===== src/rtl/sub_eight_serial_if.sv =====
// Handshake and data bundle between the ALU control FSM and the bit-serial subtractor.
interface sub_eight_serial_if #(
  parameter int WIDTH = 8
) ();
  logic             start;
  logic [WIDTH-1:0] dIn0;
  logic [WIDTH-1:0] dIn1;
  logic             enable;
  logic             busy;
  logic             done;
  logic [WIDTH-1:0] dOut;
  logic             bOut;
  logic             zero;

  modport master (
    output start, dIn0, dIn1, enable,
    input  busy, done, dOut, bOut, zero
  );

  modport slave (
    input  start, dIn0, dIn1, enable,
    output busy, done, dOut, bOut, zero
  );
endinterface


===== src/rtl/sub_eight_serial.sv =====
// Bit-serial subtractor: one full-subtractor cell processes dIn0 - dIn1 LSB first,
// one bit per clock, then latches difference, borrow and zero flags.
module sub_eight_serial #(
  parameter int WIDTH = 8
) (
  input  logic                clk,
  input  logic                rstN,
  sub_eight_serial_if.slave   bus
);

  localparam int CW = (WIDTH > 1) ? $clog2(WIDTH) : 1;
  localparam logic [CW-1:0] LAST_BIT = CW'(WIDTH - 1);

  typedef enum logic [1:0] {IDLE, SHIFT, DONE} state_t;

  state_t           state;
  logic [CW-1:0]    bitCount;
  logic [WIDTH-1:0] regA;
  logic [WIDTH-1:0] regB;
  logic [WIDTH-1:0] partial;
  logic             borrowFf;
  logic [WIDTH-1:0] resultReg;
  logic             borrowReg;
  logic             zeroReg;
  logic             busyReg;
  logic             doneReg;

  logic             diffBit;
  logic             nextBorrow;
  logic [WIDTH-1:0] nextPartial;

  // Single full-subtractor cell fed from the LSBs of the operand shift registers.
  always_comb begin
    diffBit     = regA[0] ^ regB[0] ^ borrowFf;
    nextBorrow  = (~regA[0] & regB[0]) | (~(regA[0] ^ regB[0]) & borrowFf);
    nextPartial = {diffBit, partial[WIDTH-1:1]};
  end

  always_ff @(posedge clk) begin
    if (!rstN) begin
      state     <= IDLE;
      bitCount  <= '0;
      regA      <= '0;
      regB      <= '0;
      partial   <= '0;
      borrowFf  <= 1'b0;
      resultReg <= '0;
      borrowReg <= 1'b0;
      zeroReg   <= 1'b0;
      busyReg   <= 1'b0;
      doneReg   <= 1'b0;
    end else begin
      case (state)
        IDLE: begin
          doneReg <= 1'b0;
          if (bus.start) begin
            regA     <= bus.dIn0;
            regB     <= bus.dIn1;
            borrowFf <= 1'b0;
            bitCount <= '0;
            busyReg  <= 1'b1;
            state    <= SHIFT;
          end
        end
        SHIFT: begin
          regA     <= regA >> 1;
          regB     <= regB >> 1;
          partial  <= nextPartial;
          borrowFf <= nextBorrow;
          bitCount <= bitCount + CW'(1);
          // Result registers only move here, so outputs hold the old result while busy.
          if (bitCount == LAST_BIT) begin
            state     <= DONE;
            busyReg   <= 1'b0;
            doneReg   <= 1'b1;
            resultReg <= nextPartial;
            borrowReg <= nextBorrow;
            zeroReg   <= (nextPartial == '0);
          end
        end
        DONE: begin
          doneReg <= 1'b0;
          state   <= IDLE;
        end
        default: begin
          busyReg <= 1'b0;
          doneReg <= 1'b0;
          state   <= IDLE;
        end
      endcase
    end
  end

  assign bus.busy = busyReg;
  assign bus.done = doneReg;
  assign bus.dOut = bus.enable ? resultReg : '0;
  assign bus.bOut = bus.enable & borrowReg;
  assign bus.zero = bus.enable & zeroReg;

endmodule


===== src/flat_wrapper.sv =====
// flat-port wrapper written by rule: the top's interface ports become plain ports
module sub_eight_serial_flat 
#(
  parameter int WIDTH = 8
)
  (clk, rstN, bus_start, bus_dIn0, bus_dIn1, bus_enable, bus_busy, bus_done, bus_dOut, bus_bOut, bus_zero);
  sub_eight_serial_if #(.WIDTH(WIDTH)) bus_i ();
  input  logic clk;
  input  logic rstN;
  input wire logic [$bits(bus_i.start)-1:0] bus_start;
  input wire logic [$bits(bus_i.dIn0)-1:0] bus_dIn0;
  input wire logic [$bits(bus_i.dIn1)-1:0] bus_dIn1;
  input wire logic [$bits(bus_i.enable)-1:0] bus_enable;
  output wire logic [$bits(bus_i.busy)-1:0] bus_busy;
  output wire logic [$bits(bus_i.done)-1:0] bus_done;
  output wire logic [$bits(bus_i.dOut)-1:0] bus_dOut;
  output wire logic [$bits(bus_i.bOut)-1:0] bus_bOut;
  output wire logic [$bits(bus_i.zero)-1:0] bus_zero;
  assign bus_i.start = bus_start;
  assign bus_i.dIn0 = bus_dIn0;
  assign bus_i.dIn1 = bus_dIn1;
  assign bus_i.enable = bus_enable;
  assign bus_busy = bus_i.busy;
  assign bus_done = bus_i.done;
  assign bus_dOut = bus_i.dOut;
  assign bus_bOut = bus_i.bOut;
  assign bus_zero = bus_i.zero;
  sub_eight_serial #(.WIDTH(WIDTH)) u_core (.clk(clk), .rstN(rstN), .bus(bus_i));
endmodule

===== config.mk =====
export PLATFORM = sky130hd
export DESIGN_NAME = sub_eight_serial_flat
export DESIGN_NICKNAME = d
export VERILOG_FILES = /design/src/rtl/sub_eight_serial_if.sv /design/src/rtl/sub_eight_serial.sv /design/src/flat_wrapper.sv
export SDC_FILE = /design/constraint.sdc
export NUM_CORES = 1
export LEC_CHECK = 0
export BUFFER_PORTS_ARGS = -buffer_cell sky130_fd_sc_hd__buf_4
export CAP_MARGIN = 20
export CORE_ASPECT_RATIO = 0.5
export CORE_MARGIN = 5
export CORE_UTILIZATION = 45
export DETAILED_ROUTE_END_ITERATION = 10
export PLACE_DENSITY = 0.67
export SLEW_MARGIN = 10
export SYNTH_ARGS = -nofsm -noshare
export SYNTH_HDL_FRONTEND = slang
export SYNTH_SLANG_ARGS = --single-unit

===== constraint.sdc =====
create_clock -name clk -period 4.1 [get_ports clk]
set_input_delay 0.82 -clock clk [delete_from_list [all_inputs] [get_ports clk]]
set_output_delay 0.82 -clock clk [all_outputs]
set_load 0.02 [all_outputs]

After elaboration in Yosys (flattened, before gate mapping)
Index checks and enable logic that the tools add are counted.
{"block": "totals", "regBits": 42, "out_inout_bits": 12}
{"block": "classes", "reduce_logical": 8, "muxes": 15, "n_addsub": 1, "bitwise": 10, "n_eq_ne": 5}
{"op": "8-bit case mux with 2 select lines", "n": 2}
{"op": "8-bit two-way mux", "n": 3}
{"op": "8-bit logical NOT", "n": 1}
{"op": "2-bit AND reduction", "n": 4}
{"op": "3-bit case mux with 2 select lines", "n": 1}
{"op": "1-bit bitwise AND", "n": 4}
{"op": "2-bit two-way mux", "n": 2}
{"op": "2-bit case mux with 2 select lines", "n": 1}
{"op": "3-bit by 1-bit adder with 3-bit output (second input constant)", "n": 1}
{"op": "3-bit == test (second input constant)", "n": 1}
{"op": "1-bit two-way mux", "n": 3}
{"op": "3-bit two-way mux", "n": 1}
{"op": "1-bit NOT", "n": 3}
{"op": "1-bit case mux with 3 select lines", "n": 1}
{"op": "3-bit AND reduction", "n": 1}
{"op": "2-bit by 1-bit == test with 1-bit output (second input constant)", "n": 1}
{"op": "2-bit == test (second input constant)", "n": 1}
{"op": "2-bit logical NOT", "n": 1}
{"op": "2-bit by 1-bit inequality test with 1-bit output (second input constant)", "n": 1}
{"op": "2-bit inequality test (second input constant)", "n": 1}
{"op": "1-bit case mux with 2 select lines", "n": 1}
{"op": "2-bit nonzero test", "n": 1}
{"op": "1-bit bitwise XOR", "n": 2}
{"op": "1-bit bitwise OR", "n": 1}

Logic depth before layout (Yosys ltp)
Gate-level depths: netlist of the first run.
{"block": "depth", "word_depth": 5, "mapped_depth": 6, "ltp_nobuf": 5}

Least setup slack after synthesis of the first run
No wires, ideal clock.
{"block": "synth_path", "path_kind": "input -> output", "from": "input port bus_enable", "to": "output port bus_bOut", "path_buffers": 0, "path_stages": 1, "arrival_time_ns": 1.036, "path_slack_ns": 2.244, "path_cell_list": "and2_1"}
{"block": "synth_via", "elab_chain_len": 1}
{"element": "start: declaration", "line_no": "flat_wrapper.sv:13", "text": "input wire logic [$bits(bus_i.enable)-1:0] bus_enable;"}
{"element": "1-bit bitwise AND", "line_no": "sub_eight_serial.sv:97", "text": "assign bus.bOut = bus.enable & borrowReg;"}
{"element": "end: declaration", "line_no": "flat_wrapper.sv:17", "text": "output wire logic [$bits(bus_i.bOut)-1:0] bus_bOut;"}
Every way passes these cells.

Worst setup path in the final report of the first run
{"block": "layout_path", "from": "input port bus_enable", "to": "output port bus_dOut[0]"}
{"block": "layout_via", "elab_chain_len": 1}
{"element": "8-bit two-way mux", "line_no": "sub_eight_serial.sv:96", "text": "assign bus.dOut = bus.enable ? resultReg : '0;"}
{"element": "end: declaration", "line_no": "flat_wrapper.sv:16", "text": "output wire logic [$bits(bus_i.dOut)-1:0] bus_dOut;"}
Every way passes these cells.

==> impl_metrics.tcl, run 1 <==
set metrics [dict create \
    synth-seq-cells 41 \
    ys_seq_area_frac 0.4584 \
    avgSynthCellArea_um2 9.277 \
    setup_viol 0 \
    r2r_slack_ps 2420 \
    die_width_um 99.21 \
    synth_fp_nets 216 \
    clkSinkCount 41 \
    critPathLaunchType "input pin" \
    initial_core_util 0.4634 \
    grt_pass1_vias 1243 \
    r2r_start "u_core.state[1]" \
    startpoint "bus_enable" \
    via_per_inst 4.818 \
    cp_slowest_cell "and2_1" \
    gp_congestion 0.7384 \
    core_um2 3864 \
    skew_ps 5.611 \
    ys.flop_type "dfxtp_1" \
    leakagePower_nw 0.8683 \
    grt_max_degree 44 \
    antennaDiodeCount 0 \
    post_cts_buffers 0 \
    synth-edff-count 0 \
    async_flop_share 0 \
    chipHeight_um 54.61 \
    rows 16 \
    ant_nets 0 \
    rsz0062_at_grt "no" \
    numCtsBuffers 5 \
    vdd_drop_max_v 0.0001917 \
    gr-total-overflow 0 \
    drv_cap 0 \
    synth.distinct_cells 34 \
    outcome "finished, final reports clean" \
    grtUsageTotal 0.1376 \
    layout_min_cycle_time_ps 2082 \
    endpoint_kind "output pin" \
    hold_path.class "reg2reg" \
    post-dp-hpwl_um 2194 \
    synth.cell_area_um2 1790 \
    finalHoldViolations 0 \
    post-route-period-util 0.5078 \
    ctsHtreeMaxLevel 2 \
    drt_pass1_iterations 4 \
    cp_data_arrival_time_ps 1260 \
    p_per_area_nw_per_um2 379.5 \
    synth.area.top_cells "dfxtp_1 (46%), mux2i_1 (8.4%), nand2_1 (6.9%), a21oi_1 (4.5%), and2_1 (4.2%)" \
    synth_top_area_share 0.4584 \
    crit_type "in2out" \
    die_area_um2 5417 \
    fmax_mhz 480.3 \
    drive_above_1_share 0.1946 \
    grt_antenna_before_repair 0 \
    drc 0 \
    slew_headroom 0.3326 \
    hp-start "u_core.resultReg[5]" \
    cts_hold_buf 0 \
    worstPathCellList "buf_4, and2_1, buf_4" \
    worst_slew_pin_slew_ps 996.6 \
    layout.nets 243 \
    tns_ps 0 \
    wl_per_cell_um 11.68 \
    yosys_warnings 0 \
    slew_violations 0 \
    netlist_instances 193 \
    path_clk_slew_ps 70 \
    cts_root_buf "clkbuf_8" \
    area_growth_pct 17.33 \
    ios 32 \
    fin_util 0.5437 \
    port-buffer-count 31 \
    drt_iter0_markers 42 \
    critPathMaxFanout 10 \
    grt_pass1_wl_um 5706 \
    cts_tree "done" \
    max_stage_delay_ps 150 \
    insertion_delay_ps 290 \
    vias 1325 \
    cpMostUsedCell "buf_4" \
    critical_path_required_ps 3280 \
    cts_resized 0 \
    synth_top_area_cell "dfxtp_1" \
    clockBufferDepth 2 \
    wirelength_um 3212 \
]
flip-flops by register name, summed over array words and instances, names as in the netlist:
register / cells
u_core.regA: 8
u_core.borrowReg: 1
u_core.partial: 7
u_core.state: 2
u_core.bus.busy: 1
u_core.resultReg: 8
u_core.bus.done: 1
u_core.bitCount: 3
u_core.zeroReg: 1
u_core.regB: 8
u_core.borrowFf: 1
cell usage after synthesis, types with 2 or more instances:
master	count
nor2b_1	7
buf_6	4
a21oi_1	16
nand3_1	2
ha_1	2
clkbuf_1	3
nor4_1	2
mux2i_1	15
nand2_1	33
a21boi_0	8
o21ai_1	11
and2_1	12
a22oi_1	3
a21boi_1	6
inv_1	3
dfxtp_1	41
o21ai_0	6
buf_2	3
where the power goes:
part / internal [mW] / total, mW / switching, mW
sequential: 0.416 / 0.428 / 0.0113
clock: 0.152 / 0.287 / 0.135
combinational: 0.0400 / 0.0823 / 0.0423
stage by stage:
stage          worst slack [ps]  power [mW]  hold slack (ps)  area, um2  cells
6_report                   2018      0.7973            449.7       2101    275
5_1_grt                    1985      0.8419            490.1       2101    275
4_1_cts                    2013      0.8084            452.6       2101    275
2_1_floorplan              2244      0.4987            429.5       1790    193
3_5_place_dp               1894      0.5197            443.4       1999    267
3_3_place_gp               1924      0.5180            438.8       1999    267
area by class of cell:
cell class	count	area, um2
Inverter	3	11.26
Sequential cell	41	820.8
Clock buffer	7	96.34
Timing Repair Buffer	32	240.2
Fill cell	364	1763
Clock inverter	1	5.005
Tap cell	54	67.56
Multi-Input combinational cell	137	859.6
routing by layer:
layer,wire (um),vias to the layer above,global-route usage,part of all wire
li1,-,718,-,-
met1,1659,574,0.1690,0.52
met2,1331,27,0.2267,0.41
met3,166,6,0.04453,0.052
met4,54,0,0.06122,0.017
met5,0,-,0,0
worst max-delay path, delay by kind of cell:
family                 cells  cell delay [ps]
AND/OR/NAND/NOR            1              150
buffers and inverters      2              290
path summary, 6_finish.rpt:
path,to,depth (start not counted)
setup / recovery,bus_dOut[0],3
hold / removal,u_core.resultReg[5],2
setup reg to reg,u_core.regA[1],3
hold reg to reg,u_core.resultReg[5],2
cells in the final DEF, fill, tap and decap left out, drive strengths merged, types with 7 or more instances in the layout:
cell,n
a21boi,15
o21ai,17
dfxtp,41
a21oi,16
nor2b,8
clkbuf,7
nand2,33
and2,12
mux2i,15
buf,32
cells by family after synthesis:
group,synth area share
DFF,0.4584
buffers and inverters,0.06149
adders and majority gates,0.02516
and+or+nand+nor,0.1817
muxes,0.08386
AOI/OAI and AO/OA,0.1894
Power figures use the tool's default switching activity.
==> run 2: changes to the inputs <==
--- a/config.mk
+++ b/config.mk
@@ -5,13 +5,14 @@
 export SDC_FILE = /design/constraint.sdc
 export NUM_CORES = 1
 export LEC_CHECK = 0
+export ABC_AREA = 1
 export BUFFER_PORTS_ARGS = -buffer_cell sky130_fd_sc_hd__buf_4
 export CAP_MARGIN = 20
 export CORE_ASPECT_RATIO = 0.5
 export CORE_MARGIN = 5
 export CORE_UTILIZATION = 45
 export DETAILED_ROUTE_END_ITERATION = 10
-export PLACE_DENSITY = 0.67
+export PLACE_DENSITY = 0.69
 export SLEW_MARGIN = 10
 export SYNTH_ARGS = -nofsm -noshare
 export SYNTH_HDL_FRONTEND = slang
==> constraint.sdc (replaced) <==
create_clock -name clk -period 1.9 [get_ports clk]
set_input_delay 0.38 -clock clk [delete_from_list [all_inputs] [get_ports clk]]
set_output_delay 0.38 -clock clk [all_outputs]
set_load 0.02 [all_outputs]
==> impl_metrics.tcl, run 2 <==
set metrics [dict create \
    outcome "finished, final reports clean" \
    r2r_slack_ps 520 \
    async_flop_share 0 \
    critPathLaunchType "register" \
    gr-total-overflow 0 \
    grt_pass1_vias 1475 \
    layout_commonest_cell "nor2_1" \
    ctsHtreeMaxLevel 2 \
    synth_fp_nets 286 \
    finalPower_mw 1.705 \
    worst_slew_pin_slew_ps 553.3 \
    area_growth_pct 15.90 \
    finalHoldViolations 0 \
    clkSinkCount 41 \
    gp_congestion 0.7490 \
    clockBufferDepth 2 \
    ios 32 \
    endpoint_kind "register" \
    drt_iter0_markers 75 \
    netlist_instances 263 \
    fmax_mhz 723.6 \
    core_um2 3924 \
    drt_pass1_iterations 4 \
    leakagePower_nw 1.042 \
    synth.distinct_cells 20 \
    reg_top3 "u_core.regA: 8 flops, u_core.regB: 8 flops, u_core.resultReg: 8 flops" \
    drive_above_1_share 0.1603 \
    fin_util 0.5462 \
    post-dp-hpwl_um 2407 \
    min_to "u_core.regA[5]" \
    port-buffer-count 31 \
    cts_root_buf "clkbuf_8" \
    critPathMaxFanout 32 \
    ys.flop_type "dfxtp_1" \
    rsz0062_at_grt "no" \
    die_area_um2 5570 \
    drv_cap 0 \
    r2r_cells 5 \
    p_per_area_nw_per_um2 795.7 \
    antennaDiodeCount 0 \
    yosys_warnings 0 \
    numCtsBuffers 5 \
    worstPathCellList "inv_1, nand2_2, nor2_1, nand2_1, a21oi_1" \
    crit_type "reg2reg" \
    post_cts_buffers 0 \
    slew_headroom 0.6298 \
    slew_violations 0 \
    place_worst_setup_slack_ps 471.1 \
    max_stage_delay_ps 340 \
    ant_nets 0 \
    final_cell_mix "nor2_1 (57), dfxtp_1 (41), nand2_1 (40)" \
    via_per_inst 4.777 \
    rows 16 \
    r2r_start "u_core.state[1]" \
    path_clk_slew_ps 80 \
    synth_top_area_share 0.4438 \
    cts_hold_buf 0 \
    synth-seq-cells 41 \
    post-route-period-util 0.7273 \
    setup_viol 0 \
    grt_antenna_before_repair 0 \
    synth.most_common_cell "nor2_1" \
    layout.nets 311 \
    drc 0 \
    cp_top_family "simple AND/OR/NAND/NOR gates" \
    fin_ws_ps 518.1 \
    synth.area.top_cells "dfxtp_1 (44%), nor2_1 (12%), nand3_1 (8.4%), nand2_1 (8.1%), inv_1 (6.3%)" \
    ys_seq_area_frac 0.4438 \
    wirelength_um 3564 \
    grt_pass1_wl_um 6382 \
    hp-start "bus_dIn0[5]" \
    hold_path.class "in2reg" \
    tns_ps 0 \
    hold_slack_ps 314.1 \
    synth_top_area_cell "dfxtp_1" \
    grt_max_degree 40 \
    insertion_delay_ps 290 \
    synth.cell_area_um2 1849 \
    layout_min_cycle_time_ps 1382 \
    die_width_um 100.7 \
    startpoint "u_core.state[1]" \
    synthTopCellsByCount "nor2_1 (57), dfxtp_1 (41), nand2_1 (40)" \
    critPathBufInv 1 \
    wl_per_cell_um 10.45 \
    vdd_drop_max_v 0.0004413 \
    chipHeight_um 55.33 \
    cp_slowest_cell "dfxtp_1" \
    whs_path_depth 3 \
    avgSynthCellArea_um2 7.031 \
    skew_ps 11.26 \
    critical_path_required_ps 2130 \
    cts_tree "done" \
    cp_data_arrival_time_ps 1610 \
    cts_resized 0 \
    initial_core_util 0.4713 \
    grtUsageTotal 0.1417 \
    r2r_end "u_core.regA[7]" \
    vias 1629 \
    fillers 405 \
    synth-edff-count 0 \
]
## run 2: power breakdown
part | leakage (nW) | internal (mW) | switching (mW)
Clock | 0.0399 | 0.242 | 0.282
Sequential | 0.336 | 0.911 | 0.0261
Combinational | 0.666 | 0.0999 | 0.144
Total | 1.04 | 1.25 | 0.453
## run 2: worst max path at each step
stage / endpoint / cells past startpoint
after global placement: u_core.regA[7] / 5
after global routing: u_core.regB[7] / 5
after floorplan: u_core.zeroReg / 7
final: u_core.regA[7] / 5
after CTS: u_core.regA[7] / 5
after detailed placement: u_core.regA[7] / 5
## run 2: area by class of cell
| cell class | instances | area [um2] | area share |
|---|---|---|---|
| Sequential cell | 41 | 820.8 | 0.3830 |
| Multi-Input combinational cell | 175 | 813.3 | 0.3795 |
| Timing Repair Buffer | 33 | 247.7 | 0.1156 |
| Inverter | 32 | 120.1 | 0.05604 |
| Clock buffer | 5 | 68.82 | 0.03211 |
| Tap cell | 54 | 67.56 | 0.03152 |
| Clock inverter | 1 | 5.005 | 0.002335 |
## run 2: per-stage QoR
step                      cell area, um2  cells
after floorplan                     1849    263
after global placement              2069    335
after detailed placement            2069    335
after CTS                           2143    341
after global routing                2143    341
final                               2143    341
## run 2: cells by family after synthesis
| logic type | count (synthesis) | share of synthesized area |
|---|---|---|
| adder cells (fa/ha/maj) | 3 | 0.02436 |
| AND/OR/NAND/NOR | 148 | 0.3451 |
| buffers and inverters | 47 | 0.1164 |
| AO/OA/AOI/OAI | 24 | 0.07037 |
| flip-flops | 41 | 0.4438 |
## run 2: metal layers
| layer | wire, um | up-vias | part of all wire | GRT usage |
|---|---|---|---|---|
| met5 | 0 | - | 0 | 0 |
| met4 | 68 | 0 | 0.019 | 0.06910 |
| met3 | 142 | 6 | 0.040 | 0.04523 |
| met2 | 1594 | 28 | 0.45 | 0.2236 |
| met1 | 1758 | 727 | 0.49 | 0.1736 |
| li1 | - | 868 | - | - |
## run 2: worst reg2reg max path, stage by stage (launching register included)
cell and delay (ps):
dfxtp_1 340, inv_1 100, nand2_2 330, nor2_1 340
nand2_1 90, a21oi_1 130
==> run 3: changes to the inputs <==
--- a/config.mk
+++ b/config.mk
@@ -12,7 +12,7 @@
 export CORE_MARGIN = 5
 export CORE_UTILIZATION = 45
 export DETAILED_ROUTE_END_ITERATION = 10
-export PLACE_DENSITY = 0.69
+export PLACE_DENSITY = 0.66
 export SLEW_MARGIN = 10
 export SYNTH_ARGS = -nofsm -noshare
 export SYNTH_HDL_FRONTEND = slang
==> constraint.sdc (replaced) <==
create_clock -name clk -period 1.4 [get_ports clk]
set_input_delay 0.28 -clock clk [delete_from_list [all_inputs] [get_ports clk]]
set_output_delay 0.28 -clock clk [all_outputs]
set_load 0.02 [all_outputs]
==> impl_metrics.tcl, run 3 (synthesis results as in run 2) <==
set metrics [dict create \
    setup_viol 0 \
    wl_per_cell_um 11.00 \
    drt_iter0_markers 85 \
    dpl_cell_area_um2 2125 \
    fmax_mhz 768.1 \
    cts_tree "done" \
    post-dp-hpwl_um 2587 \
    post-route-period-util 0.9300 \
    chipHeight_um 55.33 \
    critical_path_required_ps 1640 \
    final_cell_mix "nor2_1 (57), dfxtp_1 (41), nand2_1 (39)" \
    ios 32 \
    drive_above_1_share 0.1871 \
    cts_root_buf "clkbuf_8" \
    ff_latch_area_um2 820.8 \
    crit_type "reg2reg" \
    outcome "finished, final reports clean" \
    grtUsageTotal 0.1433 \
    tns_ps 0 \
    ctsHtreeMaxLevel 2 \
    clockBufferDepth 2 \
    grt_pass1_vias 1556 \
    finalHoldViolations 0 \
    die_area_um2 5570 \
    cts_hold_buf 0 \
    hold_path.class "in2reg" \
    endpoint_kind "register" \
    area_growth_pct 21.72 \
    layout.nets 316 \
    final_area_um2 2251 \
    vias 1645 \
    place_worst_setup_slack_ps 66.66 \
    drc 0 \
    fillers 400 \
    gr-total-overflow 0 \
    multiInputGateArea_um2 824.5 \
    clkSinkCount 41 \
    path_clk_slew_ps 80 \
    slew_violations 0 \
    layout_commonest_cell "nor2_1" \
    cp_data_arrival_time_ps 1550 \
    reg_top3 "u_core.regA: 8 flops, u_core.regB: 8 flops, u_core.resultReg: 8 flops" \
    critPathMaxFanout 3 \
    gp_congestion 0.7454 \
    ant_nets 0 \
    core_um2 3924 \
    fin_ws_ps 98.05 \
    antennaDiodeCount 0 \
    leakagePower_nw 1.085 \
    initial_core_util 0.4713 \
    drv_cap 0 \
    grt_max_degree 40 \
    fin_util 0.5737 \
    rows 16 \
    die_width_um 100.7 \
    critPathLaunchType "register" \
    layout_min_cycle_time_ps 1302 \
    numCtsBuffers 5 \
    via_per_inst 4.727 \
    grt_pass1_wl_um 6582 \
    drt_pass1_iterations 4 \
    p_per_area_nw_per_um2 1155 \
    port-buffer-count 31 \
    worst_slew_pin_slew_ps 374.0 \
    vdd_drop_max_v 0.0005913 \
    skew_ps 5.736 \
    insertion_delay_ps 300 \
    slew_headroom 0.7507 \
    rsz0062_at_grt "no" \
    grt_antenna_before_repair 0 \
    wirelength_um 3827 \
]
run 3: final timing paths:
| kind | startpoint | to | slack, ps | depth (start not counted) |
|---|---|---|---|---|
| max reg2reg | u_core.regB[0] | u_core.zeroReg | 100 | 7 |
| min reg2reg | u_core.bitCount[0] | u_core.bitCount[0] | 460 | 1 |
| max | u_core.regB[0] | u_core.zeroReg | 100 | 7 |
| min | bus_dIn1[5] | u_core.regB[5] | 210 | 3 |
run 3: area by class of cell:
| class | instances | area share |
|---|---|---|
| inverters | 32 | 0.05336 |
| clock buffers | 5 | 0.03057 |
| well taps | 54 | 0.03002 |
| multi-input cells | 176 | 0.3663 |
| repair buffers | 37 | 0.1345 |
| clock inverters | 3 | 0.02057 |
| flip-flops and latches | 41 | 0.3646 |
run 3: metal layers:
metal  routed length, um  vias up  track usage  share of wire
met5                   0        -            0              0
met4                  52        0      0.04990          0.014
met3                 176        6      0.04648          0.046
met2                1750       21       0.2442           0.46
met1                1847      735       0.1683           0.48
li1                    -      883            -              -
run 3: worst max-delay path: stages (launching register included):
cell     delay (ps)
dfxtp_1         310
inv_1            60
fa_1            510
nor2_1          100
nand2_1          60
nor2_1          100
nor2_1           40
nor2_1           70
run 3: metrics by stage:
step	hold slack, ps	instances	power (mW)
after global placement	440.5	339	1.650
after global routing	200.3	348	2.731
final	208.9	348	2.600
after floorplan	422.1	263	1.556
after CTS	206.9	347	2.622
after detailed placement	450.2	339	1.659
run 3: what timing repair did:
item,CTS,global route
buffers inserted,0,0
resized for setup,0,2
endpoints found under the setup margin,0,9
run 3: power breakdown:
part / internal, mW / switching (mW) / total [mW] / leakage [nW]
clock: 0.534 / 0.434 / 0.967 / 0.0543
combinational: 0.155 / 0.204 / 0.359 / 0.695
sequential: 1.24 / 0.0372 / 1.27 / 0.336
total: 1.92 / 0.675 / 2.60 / 1.09
